File: config.mk
export PLATFORM = sky130hd
export DESIGN_NAME = shift_deserializer
export DESIGN_NICKNAME = d
export VERILOG_FILES = /design/src/rtl/shift_deserializer.sv
export SDC_FILE = /design/constraint.sdc
export NUM_CORES = 1
export LEC_CHECK = 0
export ABC_AREA = 1
export CORE_MARGIN = 3
export CORE_UTILIZATION = 45
export DETAILED_ROUTE_END_ITERATION = 10
export DONT_BUFFER_PORTS = 1
export PLACE_DENSITY = 0.59
export SETUP_SLACK_MARGIN = 0.05
export SLEW_MARGIN = 20
export SYNTH_ARGS = -nofsm -noshare
export SYNTH_HDL_FRONTEND = slang
export SYNTH_SLANG_ARGS = --single-unit
File: constraint.sdc
create_clock -name clk -period 1.7 [get_ports clk]
set_clock_uncertainty 0.15 [all_clocks]
set_input_delay 0.255 -clock clk [delete_from_list [all_inputs] [get_ports clk]]
set_output_delay 0.255 -clock clk [all_outputs]
set_load 0.01 [all_outputs]
File: src/rtl/shift_deserializer.sv
// rtl/shift_deserializer.sv - serial frame receiver: start bit, WIDTH data bits, stop bit, valid/ack output
module shift_deserializer #(
    parameter int WIDTH = 4
) (
    input  logic             clk,
    input  logic             reset,
    input  logic             en,
    input  logic             sin,
    input  logic [1:0]       s,
    input  logic             ack,
    output logic [WIDTH-1:0] dout,
    output logic             dvalid,
    output logic             ferr,
    output logic             overrun,
    output logic             busy
);

    localparam int CW = $clog2(WIDTH + 1);

    localparam logic [1:0] ST_IDLE = 2'd0;
    localparam logic [1:0] ST_DATA = 2'd1;
    localparam logic [1:0] ST_STOP = 2'd2;

    logic [1:0]       state_q, state_d;
    logic [CW-1:0]    cnt_q, cnt_d;
    logic [WIDTH-1:0] sh_q, sh_d;
    logic             lsb_first_q, lsb_first_d;
    logic [WIDTH-1:0] dout_q, dout_d;
    logic             dvalid_q, dvalid_d;
    logic             ferr_q, ferr_d;
    logic             overrun_q, overrun_d;
    logic             busy_q, busy_d;
    logic             done;
    logic             bad_stop;

    always_comb begin
        state_d     = state_q;
        cnt_d       = cnt_q;
        sh_d        = sh_q;
        lsb_first_d = lsb_first_q;
        dout_d      = dout_q;
        dvalid_d    = dvalid_q;
        overrun_d   = overrun_q;
        done        = 1'b0;
        bad_stop    = 1'b0;

        case (state_q)
            ST_IDLE: begin
                if (en && !sin) begin
                    state_d     = ST_DATA;
                    lsb_first_d = (s == 2'b10);
                    cnt_d       = '0;
                end
            end
            ST_DATA: begin
                if (en) begin
                    sh_d  = lsb_first_q ? {sin, sh_q[WIDTH-1:1]} : {sh_q[WIDTH-2:0], sin};
                    cnt_d = cnt_q + CW'(1);
                    if (cnt_q == CW'(WIDTH - 1)) begin
                        state_d = ST_STOP;
                    end
                end
            end
            ST_STOP: begin
                if (en) begin
                    state_d  = ST_IDLE;
                    done     = sin;
                    bad_stop = !sin;
                end
            end
            default: state_d = ST_IDLE;
        endcase

        // A completion in the same cycle as ack keeps dvalid set for the new word.
        if (done) begin
            dout_d   = sh_q;
            dvalid_d = 1'b1;
            if (dvalid_q && !ack) begin
                overrun_d = 1'b1;
            end
        end else if (ack) begin
            dvalid_d = 1'b0;
        end

        ferr_d = bad_stop;
        busy_d = (state_d != ST_IDLE);
    end

    always_ff @(posedge clk) begin
        if (!reset) begin
            state_q     <= ST_IDLE;
            cnt_q       <= '0;
            sh_q        <= '0;
            lsb_first_q <= 1'b0;
            dout_q      <= '0;
            dvalid_q    <= 1'b0;
            ferr_q      <= 1'b0;
            overrun_q   <= 1'b0;
            busy_q      <= 1'b0;
        end else begin
            state_q     <= state_d;
            cnt_q       <= cnt_d;
            sh_q        <= sh_d;
            lsb_first_q <= lsb_first_d;
            dout_q      <= dout_d;
            dvalid_q    <= dvalid_d;
            ferr_q      <= ferr_d;
            overrun_q   <= overrun_d;
            busy_q      <= busy_d;
        end
    end

    assign dout    = dout_q;
    assign dvalid  = dvalid_q;
    assign ferr    = ferr_q;
    assign overrun = overrun_q;
    assign busy    = busy_q;

endmodule

; ---- Word-level counts from Yosys, hierarchy flattened
; Index checks and enable logic that the tools add are counted.
[totals]
register_bits = 18
in_bits = 7
output_inout_bits = 8
wordCells = 42
[classes]
n_addsub = 1
eq_ne = 6
muxes = 13
n_reduce_logical = 13
[ops]
columns = cell, n
row1 = 2-bit two-way mux, 4
row2 = 3-bit two-way mux, 2
row3 = 2-bit one-hot mux with 3 select lines, 1
row4 = 3-bit one-hot mux with 2 select lines, 1
row5 = 2-bit AND reduction, 3
row6 = 3-bit AND reduction, 2
row7 = 2-bit nonzero test, 3
row8 = 2-bit == test (second input constant), 2
row9 = 1-bit two-way mux, 4
row10 = 4-bit two-way mux, 1
row11 = 2-bit inequality test (second input constant), 2
row12 = 3-bit by 1-bit adder with 3-bit output (second input constant), 1
row13 = 3-bit by 2-bit == test with 1-bit output (second input constant), 1
row14 = 2-bit by 1-bit == test with 1-bit output (second input constant), 1
row15 = 1-bit logical AND, 2
row16 = 1-bit zero test, 2
row17 = 2-bit zero test, 1

; ---- Longest topological paths before layout
; Gate-level depths: netlist (run 1).
[depth]
depth_word = 5
depth_mapped = 8
depth_no_buf = 8

; ---- Worst setup path before layout (run 1)
; No wires, ideal clock.
[synth_timing]
kind = reg2reg
from = reg cnt_q[0]
to = reg busy_q, in the netlist busy
setup_time_ns = 0.114
t_arrival_ns = 0.959
required_ns = 1.436
path_slack_ns = 0.478
stages_incl_launch_ff = 9
n_path_buf = 0
synth_period_minus_slack_ns = 1.222
cell_sequence = dfxtp_1 -> ha_1 -> ha_1 -> nand2_1 -> inv_1 -> nand3_1 -> nand2_1 -> nand2_1 -> nand2_1
[synth_via]
elab_chain_len = 5
[synth_lines]
columns = element, line
row1 = from (decl), 25  ; logic [CW-1:0] cnt_q, cnt_d;
row2 = from (signal assigned), 102  ; cnt_q <= cnt_d;
row3 = 3-bit by 2-bit == test with 1-bit output, 59  ; if (cnt_q == CW'(WIDTH - 1)) begin
row4 = 2-bit two-way mux, 59
row5 = 2-bit two-way mux, 56  ; if (en) begin
row6 = 2-bit one-hot mux with 3 select lines, 47  ; case (state_q)
row7 = 2-bit nonzero test, 86  ; busy_d = (state_d != ST_IDLE);
row8 = to (signal assigned), 109  ; busy_q <= busy_d;
row9 = to (decl), 32  ; logic busy_q, busy_d;
; No other way between the ends.
; A chain may end at the register's enable or synchronous reset.

; ---- Final worst setup path (run 1)
[layout_timing]
from = reg state_q[0]
to = reg ferr_q, in the netlist ferr
[layout_via]
elab_chain_len = 2
[layout_lines]
columns = element, line
row1 = from (decl), 24  ; logic [1:0] state_q, state_d;
row2 = from (signal assigned), 101  ; state_q <= state_d;
row3 = 2-bit == test, 47
row4 = 3-bit AND reduction (no line), n/a
row5 = to (signal assigned), 107  ; ferr_q <= ferr_d;
row6 = to (decl), 30  ; logic ferr_q, ferr_d;
; No other way between the ends.

==> results_dict.tcl, run 1 <==
set metrics [dict create \
    crit_path_max_fanout 6 \
    synthCells 116 \
    yosys_most_used_dff "dfxtp_1" \
    route.detailed.drc 0 \
    die_h_microns 48.68 \
    fin_crit_sh 0.8923 \
    critPathKind "reg -> reg" \
    root_buffer "clkbuf_4" \
    setup_ws_ns 0.1831 \
    clock-sinks 18 \
    cp-start-kind "flop" \
    power_density_mw_per_mm2 845.9 \
    clk_pin_slew_ns 0.09 \
    fp.dieW_microns 48.68 \
    fillCellCount 169 \
    synth_area_leaders "dfxtp_1 (44%), nand2_1 (11%), nor2_1 (9.6%), inv_1 (7.8%), a21oi_1 (5.5%)" \
    syn_nets 125 \
    drive_gt1_frac 0.09091 \
    dieArea_sq_mm 0.002369 \
    slew_violations 0 \
    postSynthAreaPerCell_sq_um 7.065 \
    place_ws_ns 0.3583 \
    seq_area_frac_synth 0.4397 \
    relSlewSlack 0.7472 \
    tightest_slew_ns 0.3781 \
    yosys_register_bits 18 \
    numCtsBuffers 3 \
    io_pins 15 \
    initial_core_util 0.5085 \
    synth_commonest_cells "nand2_1 (24), nor2_1 (21), dfxtp_1 (18)" \
    num_rows 14 \
    drt_wl_total_microns 1605 \
    synth_edf_count 0 \
    yosys.cell_count.top_type "nand2_1" \
    cp_cell_sequence "inv_1 -> nand2_1 -> nor4_2 -> dlygate4sd3_1" \
    peakVddDrop_v 0.0005781 \
    multi_input_area_sq_um 371.6 \
    clock_path_buffers 2 \
    hpwl_microns 1143 \
    hold_slack_ns 0.02438 \
    yosys.area.top_type "dfxtp_1" \
    postCtsSetupBuffers 0 \
    endpoint_kind "flop" \
    setup_tns_ns 0 \
    critPathMaxStageDelay_ns 0.57 \
    grt_overflow_total 0 \
    worstPathArrival_ns 1.54 \
    synth_top_cell_area_share 0.4397 \
    timing.fmax_mhz 659.2 \
    avgViaCountPerCell 4.655 \
    critical_path_buf_inv_count 2 \
    grt_pass1_wl_microns 2725 \
    synth.distinct_cells 17 \
    insertion_delay_ns 0.29 \
    ff2ff_setup_slack_ns 0.18 \
    insertedDiodeCount 0 \
    grt_usage 0.1463 \
    async_flop_share 0 \
    syn2layout_area_growth_pct 10.84 \
    rsz0062_at_grt "no" \
    place_inst 137 \
    cp_top_family "buffers and inverters" \
    cts_tree "yes" \
    drv_cap 0 \
    first_pass_iters 4 \
    nNetsFinal 131 \
    setup_viol 0 \
    synth_area_sq_um 819.5 \
    portBuffers 0 \
    drt-initial-drc-count 16 \
    min_path_type "in -> reg" \
    status "completed" \
    finalHoldViolations 0 \
    globalplace.congestion 0.8443 \
    wl_per_cell_microns 11.07 \
    yosysWarnings 0 \
    min_period_ns 1.517 \
    vias 675 \
    seqCellArea_sq_um 360.3 \
    grt_max_degree 12 \
    first_global_vias 617 \
    crit_slowest_cell "dlygate4sd3_1" \
    finalNonFillerCells 145 \
    crit_required_ns 1.73 \
    cts.htree.levels 1 \
    core_sq_mm 0.001612 \
    antenna_found_initial 0 \
    antenna_left 0 \
    power.leakage_nw 0.4231 \
]
==> layout by cell type, fill, tap and decap left out, drive strengths merged <==
cell type,count
dfxtp,18
nand3,6
clkbuf,4
nand2,26
nor2,23
nor4,1
dlygate4sd3,3
dlymetal6s4s,1
ha,2
inv,18
o21ai,9
nand4,1
a21oi,9
==> worst reg2reg max path, delay by kind of cell (launching register included) <==
family / cells / cell delay, ns
buf+inv: 2 / 0.65
flops: 1 / 0.42
simple gates: 2 / 0.19
==> state kept, by name, summed over array words and instances (netlist names) <==
register	flops
state_q	2
dout	4
sh_q	4
ferr	1
busy	1
lsb_first_q	1
cnt_q	3
dvalid	1
overrun	1
==> cells by family (layout without fill, tap and decap cells) <==
| kind of cell | Yosys count | in the layout | share of synthesized area |
|---|---|---|---|
| adders and majority gates | 2 | 2 | 0.03053 |
| AOI/OAI and AO/OA | 18 | 18 | 0.1145 |
| buffers and inverters | 21 | 26 | 0.1145 |
| and+or+nand+nor | 57 | 57 | 0.3008 |
| DFF | 18 | 18 | 0.4397 |
==> through the flow <==
stage | utilization | instance area (sq um) | total power [mW]
after floorplan | - | 819.5 | 0.5059
after global placement | 0.5109 | 823.3 | 0.5081
after detailed placement | 0.5109 | 823.3 | 0.5106
after CTS | 0.5582 | 899.6 | 0.7762
after global routing | 0.5637 | 908.4 | 0.8081
final | 0.5637 | 908.4 | 0.7684
==> final timing paths <==
check                  start  endpoint  cells after the start
hold / removal           ack    dvalid                      3
hold reg to reg      sh_q[0]   sh_q[0]                      2
setup reg to reg  state_q[0]      ferr                      4
setup / recovery  state_q[0]      ferr                      4
==> report_power, final <==
group / switching, mW / total, mW / internal [mW]
Clock: 0.127 / 0.257 / 0.130
Sequential: 0.00971 / 0.443 / 0.433
Combinational: 0.0421 / 0.0684 / 0.0263
==> routing by layer <==
metal,part of all wire,up-vias,GRT usage
li1,-,367,-
met1,0.48,289,0.1789
met2,0.45,17,0.2240
met3,0.062,2,0.06442
met4,0.0081,0,0.05687
met5,0,-,0
==> layout make-up <==
type,count,share of cell area
well taps,24,0.03306
multi-input cells,77,0.4091
flip-flops and latches,18,0.3967
repair buffers,4,0.04683
inverters,18,0.07438
clock buffers,4,0.03994
==> timing repair <==
item	CTS	global route
hold buffers	4	0
endpoints found under the hold margin	12	0
resized for setup	0	2
setup endpoints to repair	0	1
(Power assumes the default switching activity.)
==> run 2: changes to the inputs <==
--- a/config.mk
+++ b/config.mk
@@ -7,10 +7,10 @@
 export LEC_CHECK = 0
 export ABC_AREA = 1
 export CORE_MARGIN = 3
-export CORE_UTILIZATION = 45
+export CORE_UTILIZATION = 35
 export DETAILED_ROUTE_END_ITERATION = 10
 export DONT_BUFFER_PORTS = 1
-export PLACE_DENSITY = 0.59
+export PLACE_DENSITY = 0.48
 export SETUP_SLACK_MARGIN = 0.05
 export SLEW_MARGIN = 20
 export SYNTH_ARGS = -nofsm -noshare
==> results_dict.tcl, run 2 (same netlist as run 1, synthesis figures left out) <==
set metrics [dict create \
    status "completed" \
    fin_crit_sh 0.9714 \
    r2r_end "ferr" \
    ff2ff_setup_slack_ns 0.19 \
    r2r_cells 4 \
    wl_per_cell_microns 11.01 \
    grt_pass1_wl_microns 2766 \
    tightest_slew_ns 0.3836 \
    hpwl_microns 1134 \
    dieArea_sq_mm 0.002958 \
    endpoint_kind "flop" \
    worstPathArrival_ns 1.74 \
    clk_pin_slew_ns 0.11 \
    clock_path_buffers 2 \
    setup_viol 0 \
    worstHoldStart "ack" \
    cp-start-kind "input pin" \
    first_global_vias 599 \
    met3WireLength_microns 90 \
    cts_tree "yes" \
    critPathKind "in -> reg" \
    antenna_left 0 \
    cp_cell_sequence "dlygate4sd3_1 -> nor4_2 -> dlygate4sd3_1" \
    syn2layout_area_growth_pct 10.99 \
    first_pass_iters 4 \
    hold_slack_ns 0.02401 \
    relSlewSlack 0.7435 \
    drt-initial-drc-count 16 \
    crit_path_max_fanout 5 \
    crit_required_ns 1.79 \
    cp_top_family "buffers and inverters" \
    finalHoldViolations 0 \
    final_common_cell "nand2_1" \
    grt_overflow_total 0 \
    vias 646 \
    utilization 0.4369 \
    route.detailed.drc 0 \
    r2r_start "state_q[0]" \
    drv_cap 0 \
    numCtsBuffers 3 \
    num_rows 16 \
    postCtsSetupBuffers 0 \
    final_cell_mix "nand2_1 (24), nor2_1 (21), dfxtp_1 (18)" \
    critical_path_buf_inv_count 2 \
    min_path_type "in -> reg" \
    root_buffer "clkbuf_4" \
    peakVddDrop_v 0.0004912 \
    rsz0062_at_grt "no" \
    portBuffers 0 \
    grt_usage 0.1328 \
    core_sq_mm 0.002082 \
    globalplace.congestion 0.7484 \
    critPathMaxStageDelay_ns 0.60 \
    routed.top_layer "met4" \
    drive_gt1_frac 0.09091 \
    setup_tns_ns 0 \
    dpl_cell_area_sq_um 827.0 \
    final_area_sq_um 909.6 \
    min_path_cells 3 \
    insertedDiodeCount 0 \
    slew_violations 0 \
    clock-sinks 18 \
    timing.fmax_mhz 605.6 \
    nNetsFinal 131 \
    min_period_ns 1.651 \
    route.met2.wl_microns 651 \
    crit_slowest_cell "dlygate4sd3_1" \
    insertion_delay_ns 0.29 \
    power_density_mw_per_mm2 850.3 \
    fp.dieW_microns 54.39 \
    power.leakage_nw 0.4142 \
    io_pins 15 \
    min_to "dvalid" \
    cts.htree.levels 1 \
    drt_wl_total_microns 1630 \
    route.layer.met1.wl_microns 874 \
    die_h_microns 54.39 \
    p_total_uw 773.5 \
    antenna_found_initial 0 \
    initial_core_util 0.3936 \
    crit_top_cell "dlygate4sd3_1" \
    grt_max_degree 12 \
    avgViaCountPerCell 4.365 \
]
## run 2: changes by cell type in the layout (fill, tap and decap cells not counted), sizes merged
cell          previous run  this run
dlygate4sd3              3         4
dlymetal6s4s             1         0
## run 2: area by class of cell
cell class / count / area, sq um
inverter: 18 / 67.56
timing repair buffer: 4 / 40.04
tap: 27 / 33.78
fill: 240 / 1172
clock buffer: 4 / 36.28
multi-input combinational: 77 / 371.6
sequential: 18 / 360.3
## run 2: layer usage
| layer | global-route usage | up-vias |
|---|---|---|
| met5 | 0 | - |
| met4 | 0.04979 | 0 |
| met3 | 0.05177 | 2 |
| met2 | 0.1733 | 9 |
| met1 | 0.1921 | 266 |
| li1 | - | 369 |
## run 2: worst reg2reg max path, stage by stage (launching register included)
cell and delay (ns):
dfxtp_1 0.43, inv_1 0.07, nand2_1 0.14, nor4_2 0.06
dlygate4sd3_1 0.57
## run 2: power by group
part | switching (mW) | internal [mW] | leakage (nW) | total, mW
clock | 0.134 | 0.130 | 0.0210 | 0.264
combinational | 0.0407 | 0.0256 | 0.247 | 0.0663
sequential | 0.00968 | 0.433 | 0.146 | 0.443
total | 0.184 | 0.589 | 0.414 | 0.773
## run 2: how the worst max path moves through the flow
stage / from / to / depth (start not counted)
4_1_cts: sin / ferr / 3
5_1_grt: sin / ferr / 3
2_1_floorplan: cnt_q[0] / busy / 8
6_report: sin / ferr / 3
3_5_place_dp: state_q[0] / sh_q[3] / 4
3_3_place_gp: cnt_q[0] / busy / 8
## run 2: stage by stage
| step | worst slack (ns) | std cells |
|---|---|---|
| 6_report | 0.04865 | 148 |
| 5_1_grt | 0.04976 | 148 |
| 4_1_cts | 0.09637 | 148 |
| 3_5_place_dp | 0.3626 | 140 |
| 3_3_place_gp | 0.3810 | 140 |
| 2_1_floorplan | 0.4775 | 116 |
## run 2: what timing repair did
action	CTS	global route
resized for setup	0	1
hold endpoints to repair	12	0
setup endpoints to repair	0	1
hold buffers	4	0
==> run 3: changes to the inputs <==
--- a/config.mk
+++ b/config.mk
@@ -6,12 +6,14 @@
 export NUM_CORES = 1
 export LEC_CHECK = 0
 export ABC_AREA = 1
-export CORE_MARGIN = 3
+export CORE_MARGIN = 8
 export CORE_UTILIZATION = 35
+export CTS_BUF_LIST = sky130_fd_sc_hd__clkbuf_8 sky130_fd_sc_hd__clkbuf_16
 export DETAILED_ROUTE_END_ITERATION = 10
 export DONT_BUFFER_PORTS = 1
 export PLACE_DENSITY = 0.48
 export SETUP_SLACK_MARGIN = 0.05
+export SKIP_CTS_REPAIR_TIMING = 1
 export SLEW_MARGIN = 20
 export SYNTH_ARGS = -nofsm -noshare
 export SYNTH_HDL_FRONTEND = slang
==> results_dict.tcl, run 3 (same netlist as run 1, synthesis figures left out) <==
set metrics [dict create \
    io_pins 15 \
    peakVddDrop_v 0.0004715 \
    wl_per_cell_microns 11.45 \
    grt_max_degree 12 \
    clock-sinks 18 \
    crit_required_ns 1.73 \
    crit_path_max_fanout 11 \
    drt-initial-drc-count 20 \
    cts.htree.levels 1 \
    cp_cell_sequence "inv_1 -> nand3_1 -> inv_1 -> nand2_1 -> a21oi_1" \
    slew_violations 0 \
    first_pass_iters 4 \
    insertion_delay_ns 0.25 \
    drt_wl_total_microns 1683 \
    antenna_left 0 \
    min_path_type "in -> reg" \
    first_global_vias 597 \
    antenna_found_initial 0 \
    numCtsBuffers 3 \
    fp.dieW_microns 64.39 \
    place_ws_ns 0.3349 \
    die_h_microns 64.39 \
    setup_ws_ns 0.2947 \
    crit_slowest_cell "dfxtp_1" \
    syn2layout_area_growth_pct 10.23 \
    initial_core_util 0.3705 \
    num_rows 17 \
    critical_path_buf_inv_count 2 \
    fin_crit_sh 0.8266 \
    globalplace.congestion 0.7556 \
    final_common_cell "nand2_1" \
    cts_tree "yes" \
    root_buffer "clkbuf_8" \
    clock_path_buffers 2 \
    dieArea_sq_mm 0.004146 \
    finalHoldViolations 0 \
    hpwl_microns 1205 \
    vias 658 \
    portBuffers 0 \
    grt_pass1_wl_microns 2780 \
    fillCellCount 260 \
    drv_cap 0 \
    grt_overflow_total 0 \
    avgViaCountPerCell 4.476 \
    cp_top_family "simple AND/OR/NAND/NOR gates" \
    timing.fmax_mhz 711.6 \
    setup_viol 0 \
    power.leakage_nw 0.4106 \
    critPathKind "reg -> reg" \
    tightest_slew_ns 0.4069 \
    rsz0062_at_grt "no" \
    final_cell_mix "nand2_1 (24), nor2_1 (21), dfxtp_1 (18)" \
    min_period_ns 1.405 \
    drive_gt1_frac 0.08403 \
    power_density_mw_per_mm2 942.2 \
    setup_tns_ns 0 \
    clk_pin_slew_ns 0.07 \
    status "completed" \
    nNetsFinal 129 \
    endpoint_kind "flop" \
    grt_usage 0.08531 \
    crit_top_cell "inv_1" \
    worstPathArrival_ns 1.44 \
    relSlewSlack 0.7280 \
    critPathMaxStageDelay_ns 0.33 \
    core_sq_mm 0.002212 \
    cp-start-kind "flop" \
    insertedDiodeCount 0 \
    route.detailed.drc 0 \
]
## run 3: cell count changes in the layout (fill, tap and decap cells not counted)
| cell | delta |
|---|---|
| clkbuf_4 | -3 |
| clkbuf_8 | +3 |
| dlygate4sd3_1 | -2 |
| nor4_1 | +1 |
| nor4_2 | -1 |
## run 3: where the power goes
part	internal (mW)	switching (mW)
Clock	0.206	0.139
Combinational	0.0243	0.0393
Sequential	0.433	0.00979
## run 3: final cells by class
cell class	count	area, sq um	area share
tap	28	35.03	0.03878
timing repair buffer	2	20.02	0.02216
sequential	18	360.3	0.3989
clock buffer	4	55.05	0.06094
multi-input combinational	77	365.4	0.4044
inverter	18	67.56	0.07479
## run 3: final timing paths
kind | from | endpoint | slack, ns | depth (start not counted)
worst min register to register | sh_q[0] | sh_q[0] | 0.34 | 2
worst max register to register | state_q[1] | sh_q[3] | 0.29 | 5
worst min-delay path | en | ferr | 0.03 | 2
worst max-delay path | state_q[1] | sh_q[3] | 0.29 | 5
## run 3: worst register-to-register path, stage by stage, from the launching register on
cell     delay, ns
dfxtp_1       0.33
inv_1         0.11
nand3_1       0.32
inv_1         0.23
nand2_1       0.07
a21oi_1       0.12
## run 3: metal layers
metal / up-vias / share of wire / GRT usage
li1: 364 / - / -
met1: 285 / 0.50 / 0.1071
met2: 7 / 0.44 / 0.1180
met3: 2 / 0.049 / 0.03136
met4: 0 / 0.012 / 0.05722
met5: - / 0 / 0
## run 3: through the flow
stage	instance area [sq um]	power, mW	cells	hold slack (ns)	utilization
finish	903.4	0.8512	147	0.02584	0.4084
global route	903.4	0.8930	147	0.02743	0.4084
CTS	883.3	0.8591	145	-0.07917	0.3993
detailed placement	828.3	0.5103	141	0.1910	0.3744
global placement	828.3	0.5093	141	0.1951	0.3744
floorplan	819.5	0.5059	116	0.1835	-
